--- src/rtl/alu_result_collector_pkg.sv ---
// Shared definitions for the ALU result collector: source tags and tag type.
package alu_result_collector_pkg;

  typedef logic [1:0] tag_t;

  localparam tag_t TAG_ARITH = 2'd0;
  localparam tag_t TAG_LOGIC = 2'd1;
  localparam tag_t TAG_CMP   = 2'd2;
  localparam tag_t TAG_SHIFT = 2'd3;

endpackage

--- src/rtl/alu_res_fifo.sv ---
// Small synchronous FIFO holding {tag, result} entries with a combinational head read.
module alu_res_fifo #(
  parameter int WIDTH = 18,
  parameter int DEPTH = 4
) (
  input  logic                       clk,
  input  logic                       rst,
  input  logic                       push,
  input  logic                       pop,
  input  logic [WIDTH-1:0]           din,
  output logic [WIDTH-1:0]           dout,
  output logic                       full,
  output logic                       empty,
  output logic [$clog2(DEPTH):0]     count
);

  localparam int AW = $clog2(DEPTH);
  localparam int CW = AW + 1;

  logic [WIDTH-1:0] mem_q [DEPTH];
  logic [AW-1:0]    wr_ptr_q, wr_ptr_d;
  logic [AW-1:0]    rd_ptr_q, rd_ptr_d;
  logic [CW-1:0]    count_q, count_d;
  logic             push_ok, pop_ok;

  always_comb begin
    full     = (count_q == CW'(DEPTH));
    empty    = (count_q == '0);
    pop_ok   = pop && !empty;
    // A full FIFO still accepts a push when the head leaves in the same cycle.
    push_ok  = push && (!full || pop_ok);
    wr_ptr_d = wr_ptr_q + AW'(push_ok);
    rd_ptr_d = rd_ptr_q + AW'(pop_ok);
    count_d  = count_q + CW'(push_ok) - CW'(pop_ok);
  end

  always_ff @(posedge clk) begin
    if (rst) begin
      wr_ptr_q <= '0;
      rd_ptr_q <= '0;
      count_q  <= '0;
    end else begin
      wr_ptr_q <= wr_ptr_d;
      rd_ptr_q <= rd_ptr_d;
      count_q  <= count_d;
    end
  end

  always_ff @(posedge clk) begin
    if (push_ok && !rst) begin
      mem_q[wr_ptr_q] <= din;
    end
  end

  assign dout  = mem_q[rd_ptr_q];
  assign count = count_q;

endmodule

--- src/rtl/alu_result_collector.sv ---
// Collects results from four ALU units by fixed priority into a FIFO, counting
// dropped results and flagging cycles where more than one unit reported.
module alu_result_collector
  import alu_result_collector_pkg::*;
#(
  parameter int RES_WIDTH = 16,
  parameter int DEPTH     = 4
) (
  input  logic                   CLK,
  input  logic                   RST,
  input  logic [RES_WIDTH-1:0]   Arith_OUT,
  input  logic [RES_WIDTH-1:0]   Logic_OUT,
  input  logic [RES_WIDTH-1:0]   CMP_OUT,
  input  logic [RES_WIDTH-1:0]   Shift_OUT,
  input  logic                   Arith_Flag,
  input  logic                   Logic_Flag,
  input  logic                   CMP_Flag,
  input  logic                   Shift_Flag,
  output logic [RES_WIDTH-1:0]   OUT_DATA,
  output tag_t                   OUT_TAG,
  output logic                   OUT_VALID,
  input  logic                   OUT_READY,
  output logic [$clog2(DEPTH):0] Count,
  output logic [7:0]             Drop_Cnt,
  output logic                   Multi_Err
);

  localparam int EW = RES_WIDTH + 2;

  logic [RES_WIDTH-1:0] sel_data;
  tag_t                 sel_tag;
  logic [2:0]           n_flags;
  logic                 push, pop;
  logic                 fifo_full, fifo_empty;
  logic [EW-1:0]        fifo_dout;
  logic [7:0]           drop_cnt_q, drop_cnt_d;
  logic                 multi_err_q, multi_err_d;

  always_comb begin
    sel_tag  = TAG_ARITH;
    sel_data = Arith_OUT;
    if (Arith_Flag) begin
      sel_tag  = TAG_ARITH;
      sel_data = Arith_OUT;
    end else if (Logic_Flag) begin
      sel_tag  = TAG_LOGIC;
      sel_data = Logic_OUT;
    end else if (CMP_Flag) begin
      sel_tag  = TAG_CMP;
      sel_data = CMP_OUT;
    end else if (Shift_Flag) begin
      sel_tag  = TAG_SHIFT;
      sel_data = Shift_OUT;
    end
  end

  always_comb begin
    n_flags     = 3'(Arith_Flag) + 3'(Logic_Flag) + 3'(CMP_Flag) + 3'(Shift_Flag);
    push        = (n_flags != 3'd0) && !RST;
    pop         = !fifo_empty && OUT_READY;
    multi_err_d = multi_err_q || (n_flags > 3'd1);
    drop_cnt_d  = drop_cnt_q;
    if (push && fifo_full && !pop && (drop_cnt_q != 8'hFF)) begin
      drop_cnt_d = drop_cnt_q + 8'd1;
    end
  end

  always_ff @(posedge CLK) begin
    if (RST) begin
      drop_cnt_q  <= '0;
      multi_err_q <= 1'b0;
    end else begin
      drop_cnt_q  <= drop_cnt_d;
      multi_err_q <= multi_err_d;
    end
  end

  alu_res_fifo #(
    .WIDTH (EW),
    .DEPTH (DEPTH)
  ) u_fifo (
    .clk   (CLK),
    .rst   (RST),
    .push  (push),
    .pop   (pop),
    .din   ({sel_tag, sel_data}),
    .dout  (fifo_dout),
    .full  (fifo_full),
    .empty (fifo_empty),
    .count (Count)
  );

  // Storage is never reset, so the head is masked to zero whenever the FIFO is empty.
  assign OUT_VALID = !fifo_empty;
  assign OUT_DATA  = fifo_empty ? '0 : fifo_dout[RES_WIDTH-1:0];
  assign OUT_TAG   = fifo_empty ? TAG_ARITH : tag_t'(fifo_dout[EW-1:RES_WIDTH]);
  assign Drop_Cnt  = drop_cnt_q;
  assign Multi_Err = multi_err_q;

endmodule

--- config.mk ---
export PLATFORM = sky130hd
export DESIGN_NAME = alu_result_collector
export DESIGN_NICKNAME = d
export VERILOG_FILES = /design/src/rtl/alu_result_collector_pkg.sv /design/src/rtl/alu_res_fifo.sv /design/src/rtl/alu_result_collector.sv
export SDC_FILE = /design/constraint.sdc
export NUM_CORES = 1
export LEC_CHECK = 0
export ABC_CLOCK_PERIOD_IN_PS = 6180
export CAP_MARGIN = 10
export CELL_PAD_IN_SITES_DETAIL_PLACEMENT = 2
export CELL_PAD_IN_SITES_GLOBAL_PLACEMENT = 2
export CORE_UTILIZATION = 33
export DETAILED_ROUTE_END_ITERATION = 6
export GPL_TIMING_DRIVEN = 0
export PLACE_DENSITY = 0.88
export SLEW_MARGIN = 20
export SYNTH_ARGS = -nofsm -noshare
export SYNTH_HDL_FRONTEND = slang
export SYNTH_SLANG_ARGS = --single-unit
--- constraint.sdc ---
create_clock -name CLK -period 6.18 [get_ports CLK]
set_clock_uncertainty 0.2 [all_clocks]
set_input_delay 0.618 -clock CLK [delete_from_list [all_inputs] [get_ports CLK]]
set_output_delay 0.618 -clock CLK [all_outputs]
set_load 0.05 [all_outputs]
### Word level (Yosys, flattened, before mapping)

Memories as Yosys holds them, arrays and structs flattened. A register that Yosys moved wholly into a read port is not among the register bits.
Index checks and enable logic that the tools add are counted.

* bits in registers: 16
* bits in writable memories: 72
* input port bits: 71
* output and inout port bits: 31
* word-level logic and storage cells: 46
* memories kept: 1

* $add $sub $neg: 8
* $lt $le $gt $ge: 1
* equal/unequal tests: 2
* muxes and demuxes: 13
* reduce and logical (&&, ||, !) cells: 16

Memory list
* u_fifo.mem_q: depth 4, width 18, read ports 1, clocked after Yosys merged registers in 1, wr ports 1, RTL line alu_res_fifo.sv:20 `logic [WIDTH-1:0] mem_q [DEPTH];`

Operators by type and width (number)
* 16-bit 2-to-1 mux: 5
* 2-bit 2-to-1 mux: 6
* 8-bit by 1-bit adder with 8-bit output (second input constant): 1
* 1-bit logical AND: 8
* 8-bit inequality test (second input constant): 1
* 3-bit by 1-bit adder with 3-bit output: 2
* 2-bit by 1-bit adder with 2-bit output: 2
* 1-bit logical NOT: 4
* 2-bit by 1-bit adder with 3-bit output: 1
* 3-bit == test (second input constant): 1
* 3-bit by 1-bit greater-than comparator with 1-bit output (second input constant): 1
* 3-bit logical NOT: 1
* 3-bit nonzero test: 1
* 3-bit by 1-bit subtractor with 3-bit output: 1
* 1-bit by 1-bit adder with 2-bit output: 1
* 1-bit logical OR: 2
* 1-bit 2-to-1 mux: 2

### Logic depth before layout (Yosys ltp)

Gate-level depths: netlist of run 1.

* word-level depth: 9
* mapped depth: 14
* mapped depth without buffers: 12

### Hierarchy

Synthesis of run 1 repeated with hierarchy kept, for this count alone.

* cell total of the unflattened synthesis: 302
* area, all modules: 4177.8 um^2

By module, submodules not included
* alu_res_fifo: instances 1, cells an instance 134, area an instance 3041.7 um^2, sequential area each 2302.2 um^2
* alu_result_collector: instances 1, cells an instance 168, area an instance 1136.1 um^2, sequential area each 180.2 um^2

### Worst setup path before layout of run 1

OpenSTA, ideal clock, no wires.

* kind: input port to flip-flop
* start point: input Arith_Flag
* end point: memory u_fifo.mem_q[0][0] (enable)
* library setup time: 0.420 ns
* arrival: 3.883 ns
* required time: 5.560 ns
* path slack: 1.678 ns
* stages: 10
* buffers on the path: 2
* path through: clkbuf_1 clkbuf_1 inv_1 fa_1 inv_1 ha_1 inv_1 ha_1 o311a_2 nor3b_1

* word-level cells in the longest chain between the ends: 9

Ends and longest elaborated chain
* start, declared: RTL line alu_result_collector.sv:15 `input logic Arith_Flag,`
* 1-bit by 1-bit adder with 2-bit output: RTL line alu_result_collector.sv:58 `n_flags = 3'(Arith_Flag) + 3'(Logic_Flag) + 3'(CMP_Flag) + 3'(Shift_Flag);`
* 2-bit by 1-bit adder with 3-bit output: RTL line alu_result_collector.sv:58
* 3-bit by 1-bit adder with 3-bit output: RTL line alu_result_collector.sv:58
* 3-bit nonzero test: RTL line alu_result_collector.sv:59 `push = (n_flags != 3'd0) && !RST;`
* 1-bit logical AND: RTL line alu_result_collector.sv:59
* 1-bit logical AND: RTL line alu_res_fifo.sv:31 `push_ok = push && (!full || pop_ok);`
* 1-bit logical AND: RTL line alu_res_fifo.sv:50 `if (push_ok && !rst) begin`
* 1-bit 2-to-1 mux: RTL line alu_res_fifo.sv:50
* 1-bit 2-to-1 mux (implied by the code): RTL line alu_res_fifo.sv:51 `mem_q[wr_ptr_q] <= din;`
* end, declared: RTL line alu_res_fifo.sv:20

Every way passes these cells.

### Final worst setup path of run 1

* start point: input Arith_Flag
* end point: register u_fifo.count_q[2], in the netlist u_fifo.count[2]

* word-level cells in the longest chain between the ends: 8

Ends and longest elaborated chain
* 1-bit by 1-bit adder with 2-bit output: RTL line alu_result_collector.sv:58
* 2-bit by 1-bit adder with 3-bit output: RTL line alu_result_collector.sv:58
* 3-bit by 1-bit adder with 3-bit output: RTL line alu_result_collector.sv:58
* 3-bit nonzero test: RTL line alu_result_collector.sv:59
* 1-bit logical AND: RTL line alu_result_collector.sv:59
* 1-bit logical AND: RTL line alu_res_fifo.sv:31
* 3-bit by 1-bit adder with 3-bit output: RTL line alu_res_fifo.sv:34 `count_d = count_q + CW'(push_ok) - CW'(pop_ok);`
* 3-bit by 1-bit subtractor with 3-bit output: RTL line alu_res_fifo.sv:34
* end signal, assigned: RTL line alu_res_fifo.sv:45 `count_q <= count_d;`
* end, declared: RTL line alu_res_fifo.sv:23 `logic [CW-1:0] count_q, count_d;`

Every way passes these cells.
A chain may end at the register's enable or synchronous reset.

==> impl_metrics.ini, run 1 <==
[worst_setup_path]
cp_slowest_cell = fa_1
start_kind = input port
critPathTopFamily = buffers and inverters
worst_path_largest_cell_delay_ns = 0.50
crit_buf_inv = 6
required_ns = 6.19
crit_fanout = 10
cp_cell_sequence = clkdlybuf4s50_1 -> clkbuf_1 -> clkbuf_1 -> inv_1 -> fa_1 -> inv_1 -> ha_1 -> inv_1 -> ha_1 -> o311a_2 -> ha_1 -> fa_1 -> xnor2_1 -> xnor2_1 -> nor2_1
crit_path_end_kind = flop
arrival_ns = 4.81
worstSetupPathType = in2reg

[drt]
drtPass1Iterations = 4
drtIter0Drc = 151
wl_per_cell_um = 22.16
drc_errors = 0
wl_mm = 12.50
antenna_left = 0
vias = 3041
viasPerCell = 5.392

[synth]
netlist.area_leader.share_pct = 53.42
synth_edf_count = 72
synth.most_common_cell = edfxtp_1
syn_nets = 379
synth_commonest_cells = edfxtp_1 (72), nor2_1 (28), nor2b_1 (23)
ys_warn_count = 0
synth-main-ff-cell = edfxtp_1
yosys_register_bits = 88
synth_cell_types = 35
ys_seq_area_share_pct = 61.33
syn_area_um2 = 4048
ys_top_cells_by_area = edfxtp_1 (53%), mux4_2 (10%), dfxtp_1 (7.9%)
syn-instance-count = 298
async_reset_ff_share_pct = 0
syn_area_per_cell_um2 = 13.58
synth.largest_area_cell = edfxtp_1

[power_and_ir_drop]
power.density_nw_per_um2 = 406.3
peakVddDrop_uv = 229.6
p_leak_nw = 1.866

[run]
max_cap_violations = 0

[final_layout]
area_growth_pct = 36.82
final_nets = 493
multi_input_area_um2 = 1444
drive_gt1_share_pct = 9.832
num-fill-cells = 1187
antenna_cells = 0
stdcell_count = 564
regArea_um2 = 2482

[timing]
max_clock_freq_mhz = 208.7
rsz0062_at_grt = no
fin_hold_ws_ns = 0.3000
setup_ws_ns = 1.389
finalCritPeriodShare_pct = 77.53
max_slew_margin_pct = 29.02
fin_crit_ns = 4.791
worst_pin_slew_ns = 1.065
setup_viol = 0
hold_viol_final = 0
drv_slew = 0

[placement]
io_buffer_count = 100
pre_cts_slack_ns = 1.070
dp_cells = 548
gp_congestion = 0.7528
dp_hpwl_mm = 9.437

[clocking]
cts_buffers = 9
clk_path_buf_depth = 2
clk_pin_slew_ns = 0.07
htreeDepth = 3
root_buffer = clkbuf_16
hold_buffers = 0
cts_sinks = 88
cts_resized = 0
cts_tree = done
clkLatencyLatePin_ns = 0.34
post_cts_buffers = 0

[global_routing]
grt_pass1_wl_mm = 19.55
grt_max_degree = 19
gr-total-overflow = 0
grt_use_total_pct = 20.88
grt_pass1_vias = 3415
antenna_found_initial = 0

[floorplanning]
row_count = 40
coreArea_um2 = 11960
io_pins = 102
dieWidth_um = 112.8
die_h_um = 112.8
die_area_um2 = 12710
start_util_pct = 33.84

[hold_path]
hold_class = reg2reg

[status]
status = finished clean
-- power by group --
part	internal, mW	switching [mW]	total, mW
clock network	0.272	0.229	0.501
logic	0.379	0.626	1.00
registers	0.713	0.0316	0.744
-- tightest hold or removal path, delay by kind of cell, from the launching register on --
kind,cells,cell delay (ns)
flops,1,0.32
simple gates,2,0.14
-- final timing paths --
check | startpoint | endpoint | slack [ns] | cells after the start
min reg2reg | Multi_Err$_SDFF_PP0_ | Multi_Err$_SDFF_PP0_ | 0.30 | 2
min | Multi_Err$_SDFF_PP0_ | Multi_Err$_SDFF_PP0_ | 0.30 | 2
max | Arith_Flag | u_fifo.count[2]$_SDFF_PP0_ | 1.39 | 15
max reg2reg | u_fifo.count[1]$_SDFF_PP0_ | u_fifo.count[2]$_SDFF_PP0_ | 3.23 | 10
-- cells by family after synthesis --
logic type,synth area share (%)
buf+inv,3.184
fa+ha+maj,3.462
compound gates,8.995
xor+xnor,0.8654
mux,10.26
simple gates,11.90
flops,61.33
-- cells in the final DEF, fill, tap and decap left out, types with 3 or more instances in the layout --
master / count
xnor2_1: 4
inv_1: 12
nand2_1: 21
clkbuf_1: 19
nor2b_1: 23
dfxtp_1: 16
ha_1: 8
o31ai_1: 17
edfxtp_1: 72
a221oi_1: 15
nor3_1: 9
o21ai_0: 3
clkbuf_16: 9
mux4_2: 18
nor2_1: 27
a21oi_1: 9
clkdlybuf4s50_1: 100
nand3_1: 3
-- state kept, by name (all words and copies together), names as in the netlist --
name	count
Multi_Err	1
Drop_Cnt	8
u_fifo.mem_q	72
u_fifo.wr_ptr_q	2
u_fifo.rd_ptr_q	2
u_fifo.count	3
-- metrics by stage --
| step | cell area [um2] | util (%) | power [mW] | setup TNS (ns) |
|---|---|---|---|---|
| after CTS | 5538 | 46.30 | 2.276 | 0 |
| after detailed placement | 5274 | 44.09 | 1.769 | 0 |
| final | 5538 | 46.30 | 2.250 | 0 |
| after global placement | 5233 | 43.74 | 1.703 | -3.480 |
| after floorplan | 4048 | - | 1.397 | 0 |
| after global routing | 5538 | 46.30 | 2.334 | 0 |
-- area by class of cell --
cell class / instances / share of cell area [%]
inverter: 13 / 0.8812
buffer: 19 / 1.446
multi-input combinational: 178 / 26.07
clock buffer: 11 / 4.202
tap: 147 / 3.321
sequential: 88 / 44.83
clock inverter: 5 / 0.5648
timing repair buffer: 103 / 18.69
-- layer usage --
| layer | vias to the layer above | track usage, % | part of all wire [%] |
|---|---|---|---|
| li1 | 1371 | - | - |
| met1 | 1553 | 24.59 | 41 |
| met2 | 98 | 38.31 | 54 |
| met3 | 19 | 2.732 | 3.2 |
| met4 | 0 | 8.711 | 2.0 |
| met5 | - | 0 | 0 |
(Power assumes the default switching activity.)
==> run 2, diff against run 1 <==
- ABC_CLOCK_PERIOD_IN_PS: 6180 -> 4700
- clock period: 6.18 -> 4.7 ns (I/O delays scaled with it)
==> run 2 against run 1 <==
  * Final cell count unchanged
  * Clock power is 32% higher
  * Sequential power up 32%
  * Critical path type unchanged
  * Highest routed layer unchanged
  * Critical path depth unchanged
  * Power up 31%
==> impl_metrics.ini, run 2 (synthesized netlist as in run 1, its figures left out) <==
[timing]
setup_ws_ns = 0.2353
worst_pin_slew_ns = 1.066
tns_ns = 0
drv_slew = 0
setup_viol = 0
fin_crit_ns = 4.465
rsz0062_at_grt = no
hold_viol_final = 0
finalCritPeriodShare_pct = 94.99
max_clock_freq_mhz = 224.0
max_slew_margin_pct = 28.92

[clocking]
cts_sinks = 88
post_cts_buffers = 0
root_buffer = clkbuf_16
clk_path_buf_depth = 2
clkLatencyLatePin_ns = 0.34
clk_pin_slew_ns = 0.07
hold_buffers = 0
htreeDepth = 3
cts_buffers = 9
cts_tree = done

[placement]
io_buffer_count = 100
dp_hpwl_mm = 9.437
gp_congestion = 0.7528
pre_cts_slack_ns = -0.2623

[drt]
wl_per_cell_um = 22.16
viasPerCell = 5.406
vias = 3049
drtPass1Iterations = 4
wl_mm = 12.50
drc_errors = 0
drtIter0Drc = 155
antenna_left = 0

[global_routing]
grt_pass1_wl_mm = 19.55
grt_use_total_pct = 20.88
grt_max_degree = 19
grt_pass1_vias = 3415
gr-total-overflow = 0
antenna_found_initial = 0

[run]
max_cap_violations = 0

[worst_setup_path]
start_kind = input port
r2r_cells = 10
cp_cell_sequence = clkdlybuf4s50_1 -> clkbuf_1 -> clkbuf_2 -> inv_1 -> fa_1 -> inv_1 -> ha_1 -> inv_1 -> ha_1 -> o311a_2 -> ha_1 -> fa_1 -> xnor2_1 -> xnor2_1 -> nor2_1
crit_buf_inv = 6
crit_end = u_fifo.count[2]$_SDFF_PP0_
rr_endpoint = u_fifo.count[2]$_SDFF_PP0_
worstSetupPathType = in2reg
r2r-start = u_fifo.count[1]$_SDFF_PP0_
cp_slowest_cell = fa_1
reg2reg_slack_ns = 1.75
worst-path-stages = 15
critPathTopFamily = adder cells
arrival_ns = 4.48
crit_start = Arith_Flag
crit_path_end_kind = flop
required_ns = 4.71
worst_path_largest_cell_delay_ns = 0.49
crit_fanout = 10

[floorplanning]
dieWidth_um = 112.8
die_h_um = 112.8
start_util_pct = 33.84
die_area_um2 = 12710
coreArea_um2 = 11960
row_count = 40
io_pins = 102

[power_and_ir_drop]
combPwrFrac_pct = 44.7
peakVddDrop_uv = 301.8
p_seq_share_pct = 33.1
switching_power_mw = 1.165
p_leak_nw = 1.869
clock_power_share_pct = 22.3
switching_share_pct = 39.38
p_int_mw = 1.794
power.density_nw_per_um2 = 534.2
power_mw = 2.959

[final_layout]
num-fill-cells = 1187
final_cell_mix = clkdlybuf4s50_1 (100), edfxtp_1 (72), nor2_1 (27)
final_nets = 493
layout_commonest_cell = clkdlybuf4s50_1
antenna_cells = 0
drive_gt1_share_pct = 10.07
largest_register_ffs = 72
area_growth_pct = 36.85
largest-register = u_fifo.mem_q

[hold_path]
hold_class = reg2reg

[status]
status = finished clean
run 2: cell counts in the layout (fill, tap and decap cells not counted):
No cell type changed its count.
run 2: worst min path at each step:
stage                                             start                       endpoint  slack, ns  cells past startpoint
final                              Multi_Err$_SDFF_PP0_           Multi_Err$_SDFF_PP0_       0.30                      2
after global routing               Multi_Err$_SDFF_PP0_           Multi_Err$_SDFF_PP0_       0.31                      2
after CTS                          Multi_Err$_SDFF_PP0_           Multi_Err$_SDFF_PP0_       0.30                      2
after detailed placement           Multi_Err$_SDFF_PP0_           Multi_Err$_SDFF_PP0_       0.29                      2
after global placement             Multi_Err$_SDFF_PP0_           Multi_Err$_SDFF_PP0_       0.26                      2
after floorplan           u_fifo.wr_ptr_q[1]$_SDFF_PP0_  u_fifo.wr_ptr_q[1]$_SDFF_PP0_       0.32                      2
run 2: cell type report:
type | instances | area, um2 | area share [%]
inverter | 13 | 48.80 | 0.8810
sequential | 88 | 2482 | 44.82
timing repair buffer | 103 | 1035 | 18.68
clock buffer | 11 | 232.7 | 4.201
tap | 147 | 183.9 | 3.321
clock inverter | 5 | 31.28 | 0.5647
multi-input combinational | 178 | 1444 | 26.07
buffer | 19 | 81.33 | 1.468
run 2: timing repair:
item / 4_1_cts / 5_1_grt
gates resized for setup: 0 / 2
setup endpoints to repair: 0 / 43
hold endpoints to repair: 0 / 0
run 2: worst min-delay path, stage by stage, from the launching register on:
cell and delay, ns:
dfxtp_1 0.32, nor2_1 0.10, nor2_1 0.04
run 2: layer usage:
metal  GRT usage (%)  routed length [um]  vias up  share of wire, %
met2           38.31                6705      100                54
met4           8.711                 250        0               2.0
met5               0                   0        -                 0
met1           24.59                5142     1560                41
met3           2.732                 402       19               3.2
li1                -                   -     1370                 -
run 2: power by group through the flow:
stage                     clock [mW]  combinational (mW)  sequential [mW]
final                          0.659                1.32            0.979
after global routing           0.690                1.39            0.986
after CTS                      0.669                1.34            0.980
after detailed placement           0                1.33            0.995
after global placement             0                1.25            0.984
after floorplan                    0               0.810             1.03
run 2: through the flow:
stage / util (%) / hold WS (ns) / area [um2] / instances
floorplan: - / 0.3248 / 4048 / 298
global placement: 43.74 / 0.2594 / 5233 / 545
detailed placement: 44.09 / 0.2895 / 5274 / 548
CTS: 46.30 / 0.3046 / 5538 / 564
global route: 46.31 / 0.3148 / 5539 / 564
finish: 46.31 / 0.3000 / 5539 / 564
